[config.mk]
export PLATFORM = sky130hd
export DESIGN_NAME = traffic_light_ctrl_param
export DESIGN_NICKNAME = d
export VERILOG_FILES = /design/src/rtl/traffic_light_ctrl_param.sv
export SDC_FILE = /design/constraint.sdc
export NUM_CORES = 1
export LEC_CHECK = 0
export ABC_AREA = 1
export BUFFER_PORTS_ARGS = -buffer_cell sky130_fd_sc_hd__buf_2
export CORE_ASPECT_RATIO = 1.25
export CORE_UTILIZATION = 42
export CTS_CLUSTER_DIAMETER = 80
export DETAILED_ROUTE_END_ITERATION = 8
export REMOVE_ABC_BUFFERS = 1
export SYNTH_ARGS = -nofsm -noshare
export SYNTH_HDL_FRONTEND = slang
export SYNTH_SLANG_ARGS = --single-unit
[constraint.sdc]
create_clock -name clk -period 1.8 [get_ports clk]
set_input_delay 0.09 -clock clk [delete_from_list [all_inputs] [get_ports clk]]
set_output_delay 0.09 -clock clk [all_outputs]
set_load 0.05 [all_outputs]
[src/rtl/traffic_light_ctrl_param.sv]
// Two-street traffic light controller with pedestrian phase, max-green limit on
// street B and a night flash mode. All lamps are Moore-decoded from the state.
module traffic_light_ctrl_param #(
    parameter int GREEN_MIN   = 6,
    parameter int GREEN_MAX_B = 16,
    parameter int YELLOW_T    = 2,
    parameter int ALL_RED_T   = 1,
    parameter int WALK_T      = 4,
    parameter int FLASH_T     = 8,
    parameter int CNT_W       = 8
) (
    input  logic clk,
    input  logic reset_n,
    input  logic Sa,
    input  logic Sb,
    input  logic ped_req,
    input  logic flash,
    output logic Ra,
    output logic Ya,
    output logic Ga,
    output logic Rb,
    output logic Yb,
    output logic Gb,
    output logic walk,
    output logic ped_pending
);

    // Four-bit encoding leaves spare codes so a corrupted register can be steered to AR_BA.
    typedef enum logic [3:0] {
        A_GRN = 4'd0,
        A_YEL = 4'd1,
        PED   = 4'd2,
        AR_AB = 4'd3,
        B_GRN = 4'd4,
        B_YEL = 4'd5,
        AR_BA = 4'd6,
        FLSH  = 4'd7
    } state_e;

    localparam logic [CNT_W-1:0] GMIN_LAST  = CNT_W'(GREEN_MIN - 1);
    localparam logic [CNT_W-1:0] GMAXB_LAST = CNT_W'(GREEN_MAX_B - 1);
    localparam logic [CNT_W-1:0] YEL_LAST   = CNT_W'(YELLOW_T - 1);
    localparam logic [CNT_W-1:0] AR_LAST    = CNT_W'(ALL_RED_T - 1);
    localparam logic [CNT_W-1:0] WALK_LAST  = CNT_W'(WALK_T - 1);
    localparam logic [CNT_W-1:0] FLASH_LAST = CNT_W'(FLASH_T - 1);

    state_e            state_q, state_d;
    logic [CNT_W-1:0]  timer_q, timer_d;
    logic              pedPending_q, pedPending_d;
    logic              blink_q, blink_d;
    logic [CNT_W-1:0]  blinkCnt_q, blinkCnt_d;
    logic              stateChange;

    always_ff @(posedge clk or negedge reset_n) begin
        if (!reset_n) begin
            state_q      <= AR_BA;
            timer_q      <= '0;
            pedPending_q <= 1'b0;
            blink_q      <= 1'b1;
            blinkCnt_q   <= '0;
        end else begin
            state_q      <= state_d;
            timer_q      <= timer_d;
            pedPending_q <= pedPending_d;
            blink_q      <= blink_d;
            blinkCnt_q   <= blinkCnt_d;
        end
    end

    always_comb begin
        state_d      = state_q;
        pedPending_d = pedPending_q | ped_req;
        unique case (state_q)
            A_GRN: begin
                if (timer_q >= GMIN_LAST && (Sb || pedPending_q || flash))
                    state_d = A_YEL;
            end
            A_YEL: begin
                if (timer_q == YEL_LAST)
                    state_d = pedPending_q ? PED : AR_AB;
            end
            PED: begin
                // A request arriving on the exit cycle must survive the clear.
                if (timer_q == WALK_LAST) begin
                    state_d      = AR_AB;
                    pedPending_d = ped_req;
                end
            end
            AR_AB: begin
                if (timer_q == AR_LAST) begin
                    if (flash)
                        state_d = FLSH;
                    else if (Sb)
                        state_d = B_GRN;
                    else
                        state_d = AR_BA;
                end
            end
            B_GRN: begin
                if ((timer_q >= GMIN_LAST && (Sa || !Sb || flash)) || timer_q >= GMAXB_LAST)
                    state_d = B_YEL;
            end
            B_YEL: begin
                if (timer_q == YEL_LAST)
                    state_d = AR_BA;
            end
            AR_BA: begin
                if (timer_q == AR_LAST)
                    state_d = flash ? FLSH : A_GRN;
            end
            FLSH: begin
                if (!flash)
                    state_d = AR_BA;
            end
            default: state_d = AR_BA;
        endcase
    end

    // Saturating so an indefinitely held A green never wraps back below the minimum.
    assign stateChange = (state_d != state_q);
    always_comb begin
        timer_d = timer_q;
        if (stateChange)
            timer_d = '0;
        else if (timer_q != '1)
            timer_d = timer_q + CNT_W'(1);
    end

    always_comb begin
        blink_d    = blink_q;
        blinkCnt_d = blinkCnt_q;
        if (state_d == FLSH && state_q != FLSH) begin
            blink_d    = 1'b1;
            blinkCnt_d = '0;
        end else if (state_q == FLSH) begin
            if (blinkCnt_q == FLASH_LAST) begin
                blink_d    = ~blink_q;
                blinkCnt_d = '0;
            end else begin
                blinkCnt_d = blinkCnt_q + CNT_W'(1);
            end
        end
    end

    always_comb begin
        Ra   = 1'b0;
        Ya   = 1'b0;
        Ga   = 1'b0;
        Rb   = 1'b0;
        Yb   = 1'b0;
        Gb   = 1'b0;
        walk = 1'b0;
        unique case (state_q)
            A_GRN: begin Ga = 1'b1; Rb = 1'b1; end
            A_YEL: begin Ya = 1'b1; Rb = 1'b1; end
            PED:   begin Ra = 1'b1; Rb = 1'b1; walk = 1'b1; end
            AR_AB: begin Ra = 1'b1; Rb = 1'b1; end
            B_GRN: begin Ra = 1'b1; Gb = 1'b1; end
            B_YEL: begin Ra = 1'b1; Yb = 1'b1; end
            AR_BA: begin Ra = 1'b1; Rb = 1'b1; end
            FLSH:  begin Ya = blink_q; Rb = blink_q; end
            default: begin Ra = 1'b1; Rb = 1'b1; end
        endcase
    end

    assign ped_pending = pedPending_q;

endmodule

==> out/metrics.yaml <==
critical_path:
  crit_cells: 12
  worst-setup-path-type: "flip-flop to flip-flop"
  r2r_start: "timer_q[0]"
  crit_buf_inv: 2
  critical_path.max_fanout: 5
  crit_family: "simple AND/OR/NAND/NOR gates"
  cp-start-kind: "flip-flop"
  max_stage_delay_ns: 0.43
  arrival_ns: 1.97
  crit_path_top_delay_cell: "dfrtp_1"
  crit_chain: "inv_2 -> ha_4 -> nand2_2 -> nor2_4 -> buf_6 -> o21ai_1 -> nor2_2 -> nor2_4 -> nand2_2 -> nand2_2 -> nand2_4 -> o21ai_2"
  crit_required_ns: 1.95
  rr_endpoint: "blinkCnt_q[6]"
  rrSetupSlack_ns: -0.02
  cp_common_cell: "nand2_2"
  ff2ff_path_depth: 12
  cp-end-kind: "flip-flop"
yosys:
  ys_top_cells_by_count: "nand2_1, nor2_1, inv_1"
  ys_seq_elements: 22
  synth_edf_count: 0
  yosys_most_used_dff: "dfrtp_1"
  syn_avg_cell_area_sq_um: 6.938
  ys_seq_area_share_pct: 36.31
  yosysTopAreaCell: "dfrtp_1"
  synth_warnings: 0
  synthArstFlopShare_pct: 100.0
  synthCells: 220
  netlist_area_sq_um: 1526
  ys_types: 26
  yosysMostFrequentCell: "nand2_1"
  yosysTopAreaCellShare_pct: 31.15
  synth.area.top_cells: "dfrtp_1, nand2_1, nor2_1"
final_layout:
  multiInputGateArea_sq_um: 969.7
  syn_to_final_growth_pct: 27.05
  antenna_cells: 0
  drive_above_1_share_pct: 34.92
  fin_cells: 291
  nNetsFinal: 263
  filler_cell_count: 336
  seqCellArea_sq_um: 554.3
floorplan:
  coreArea_sq_um: 3483
  die_w_microns: 55.92
  rows: 24
  io-pin-count: 14
  start_util_pct: 43.82
  dieArea_sq_um: 3881
  fp.dieH_microns: 69.40
global_route:
  grt_max_degree: 23
  track_usage_pct: 18.90
  grt_pass1_vias: 1357
  grt_first_pass_wirelength_microns: 5899
  overflow: 0
  grt_antenna_before_repair: 0
clock_network:
  cts_tree: "built"
  root_buffer: "clkbuf_8"
  insertion_delay_ns: 0.26
  cts.path.max_buffers: 2
  clock_sinks: 22
  path_clk_slew_ns: 0.07
  cts_made_buffers: 3
  cts.htree.levels: 1
detailed_routing:
  vias: 1444
  dr.pass1.iters: 4
  drtAntennaViolNets: 0
  wl_per_cell_microns: 11.73
  wl_microns: 3413
  drc: 0
  vias_per_cell: 4.962
  first_iter_violations: 58
hold_path:
  worst_hold_path.num_cells: 2
  holdPathEnd: "ped_pending"
  holdCritStartpoint: "ped_req"
  hold_path_class: "primary input to flip-flop"
sta:
  rsz0062_at_grt: "yes"
  setup_viol: 10
  maxSlewHeadroom_pct: 65.45
  period_minus_slack_ns: 1.821
  hold_viol: 0
  slew_violations: 0
  worstMarginPinSlew_ns: 0.5182
  setup_slack_ns: -0.02095
  fin_worst_skew_ns: 0.009144
  fin_crit_sh_pct: 101.2
  clock.fmax_mhz: 549.2
pwr:
  p_per_area_nw_per_um2: 1252
  peakVddDrop_mv: 0.8572
  leakage_nw: 1.004
placed_design:
  hpwl_microns: 2545
  dp_cells: 283
  pre_cts_slack_ns: -0.1059
  io_buffers: 13
  routabilityCongestion: 0.8062
status:
  status: "finished, violations left"
  violations: "setup timing"
run:
  maxCapViolCount: 0
[state kept, by name, summed over array words and instances (netlist names)]
name         cells
state_q          4
blinkCnt_q       8
timer_q          8
ped_pending      1
blink_q          1
[report_power, final]
group / switching [mW] / internal (mW)
sequential: 0.147 / 0.640
clock: 0.161 / 0.195
combinational: 0.809 / 0.476
[kinds of logic after synthesis]
logic type | after synthesis | synth area share, %
buffers and inverters | 33 | 8.607
AND/OR/NAND/NOR | 133 | 40.00
other | 1 | 0.2457
adder cells (fa/ha/maj) | 4 | 3.279
AO/OA/AOI/OAI | 22 | 8.689
flip-flops | 22 | 36.31
XOR/XNOR | 5 | 2.869
[through the flow]
stage | instance area [sq um] | util (%) | power, mW | setup TNS (ns) | hold WS, ns
after floorplan | 1515 | - | 1.565 | -12.58 | -0.2056
after global placement | 1719 | 49.35 | 1.857 | -0.4706 | 0.09019
after detailed placement | 1719 | 49.35 | 1.861 | -0.7195 | 0.09424
after CTS | 1817 | 52.16 | 2.305 | 0 | 0.03227
after global routing | 1939 | 55.68 | 2.631 | -2.473 | 0.02981
final | 1939 | 55.68 | 2.429 | -0.1198 | 0.03359
[area by class of cell]
type,instances,share of cell area (%)
clock buffer,4,2.839
inverter,32,6.194
multi-input combinational,165,50.00
sequential,22,28.58
tap,39,2.516
timing repair buffer,29,9.871
[worst reg2reg max path: cells and delay by family (launching register included)]
kind	cells	cell delay, ns
adder cells (fa/ha/maj)	1	0.14
AO/OA/AOI/OAI	2	0.12
buffers and inverters	2	0.23
AND/OR/NAND/NOR	7	0.79
flip-flops	1	0.43
[layout by cell type (no fill, tap or decap), drive strengths merged, types with 2 or more instances in the layout]
cell type | netlist | final
nand2 | 54 | 54
nor2 | 45 | 45
inv | 32 | 32
nand3 | 28 | 28
buf | 1 | 28
dfrtp | 19 | 19
o21ai | 12 | 12
a21oi | 7 | 7
xor2 | 5 | 5
clkbuf | 0 | 4
ha | 4 | 4
dfstp | 3 | 3
nor3 | 2 | 2
o21bai | 2 | 2
[what timing repair did]
| item | CTS | global route |
|---|---|---|
| hold endpoints to repair | 19 | 0 |
| hold buffers | 1 | 0 |
| pin swaps | 4 | 14 |
| setup endpoints to repair | 12 | 19 |
| resized for setup | 7 | 35 |
| setup buffers | 1 | 2 |
[how the worst max path moves through the flow]
| stage | startpoint | end |
|---|---|---|
| 2_1_floorplan | state_q[2] | blinkCnt_q[0] |
| 3_3_place_gp | timer_q[0] | timer_q[4] |
| 3_5_place_dp | timer_q[0] | timer_q[2] |
| 4_1_cts | timer_q[0] | blinkCnt_q[6] |
| 5_1_grt | timer_q[0] | timer_q[7] |
| 6_report | timer_q[0] | blinkCnt_q[6] |
[metal layers]
| layer | vias up | track usage, % | part of all wire (%) |
|---|---|---|---|
| met5 | - | 0 | 0 |
| met4 | 0 | 6.504 | 1.1 |
| met3 | 4 | 2.425 | 2.5 |
| met2 | 25 | 33.87 | 51 |
| met1 | 658 | 23.12 | 45 |
| li1 | 757 | - | - |
Power figures use the tool's default switching activity.
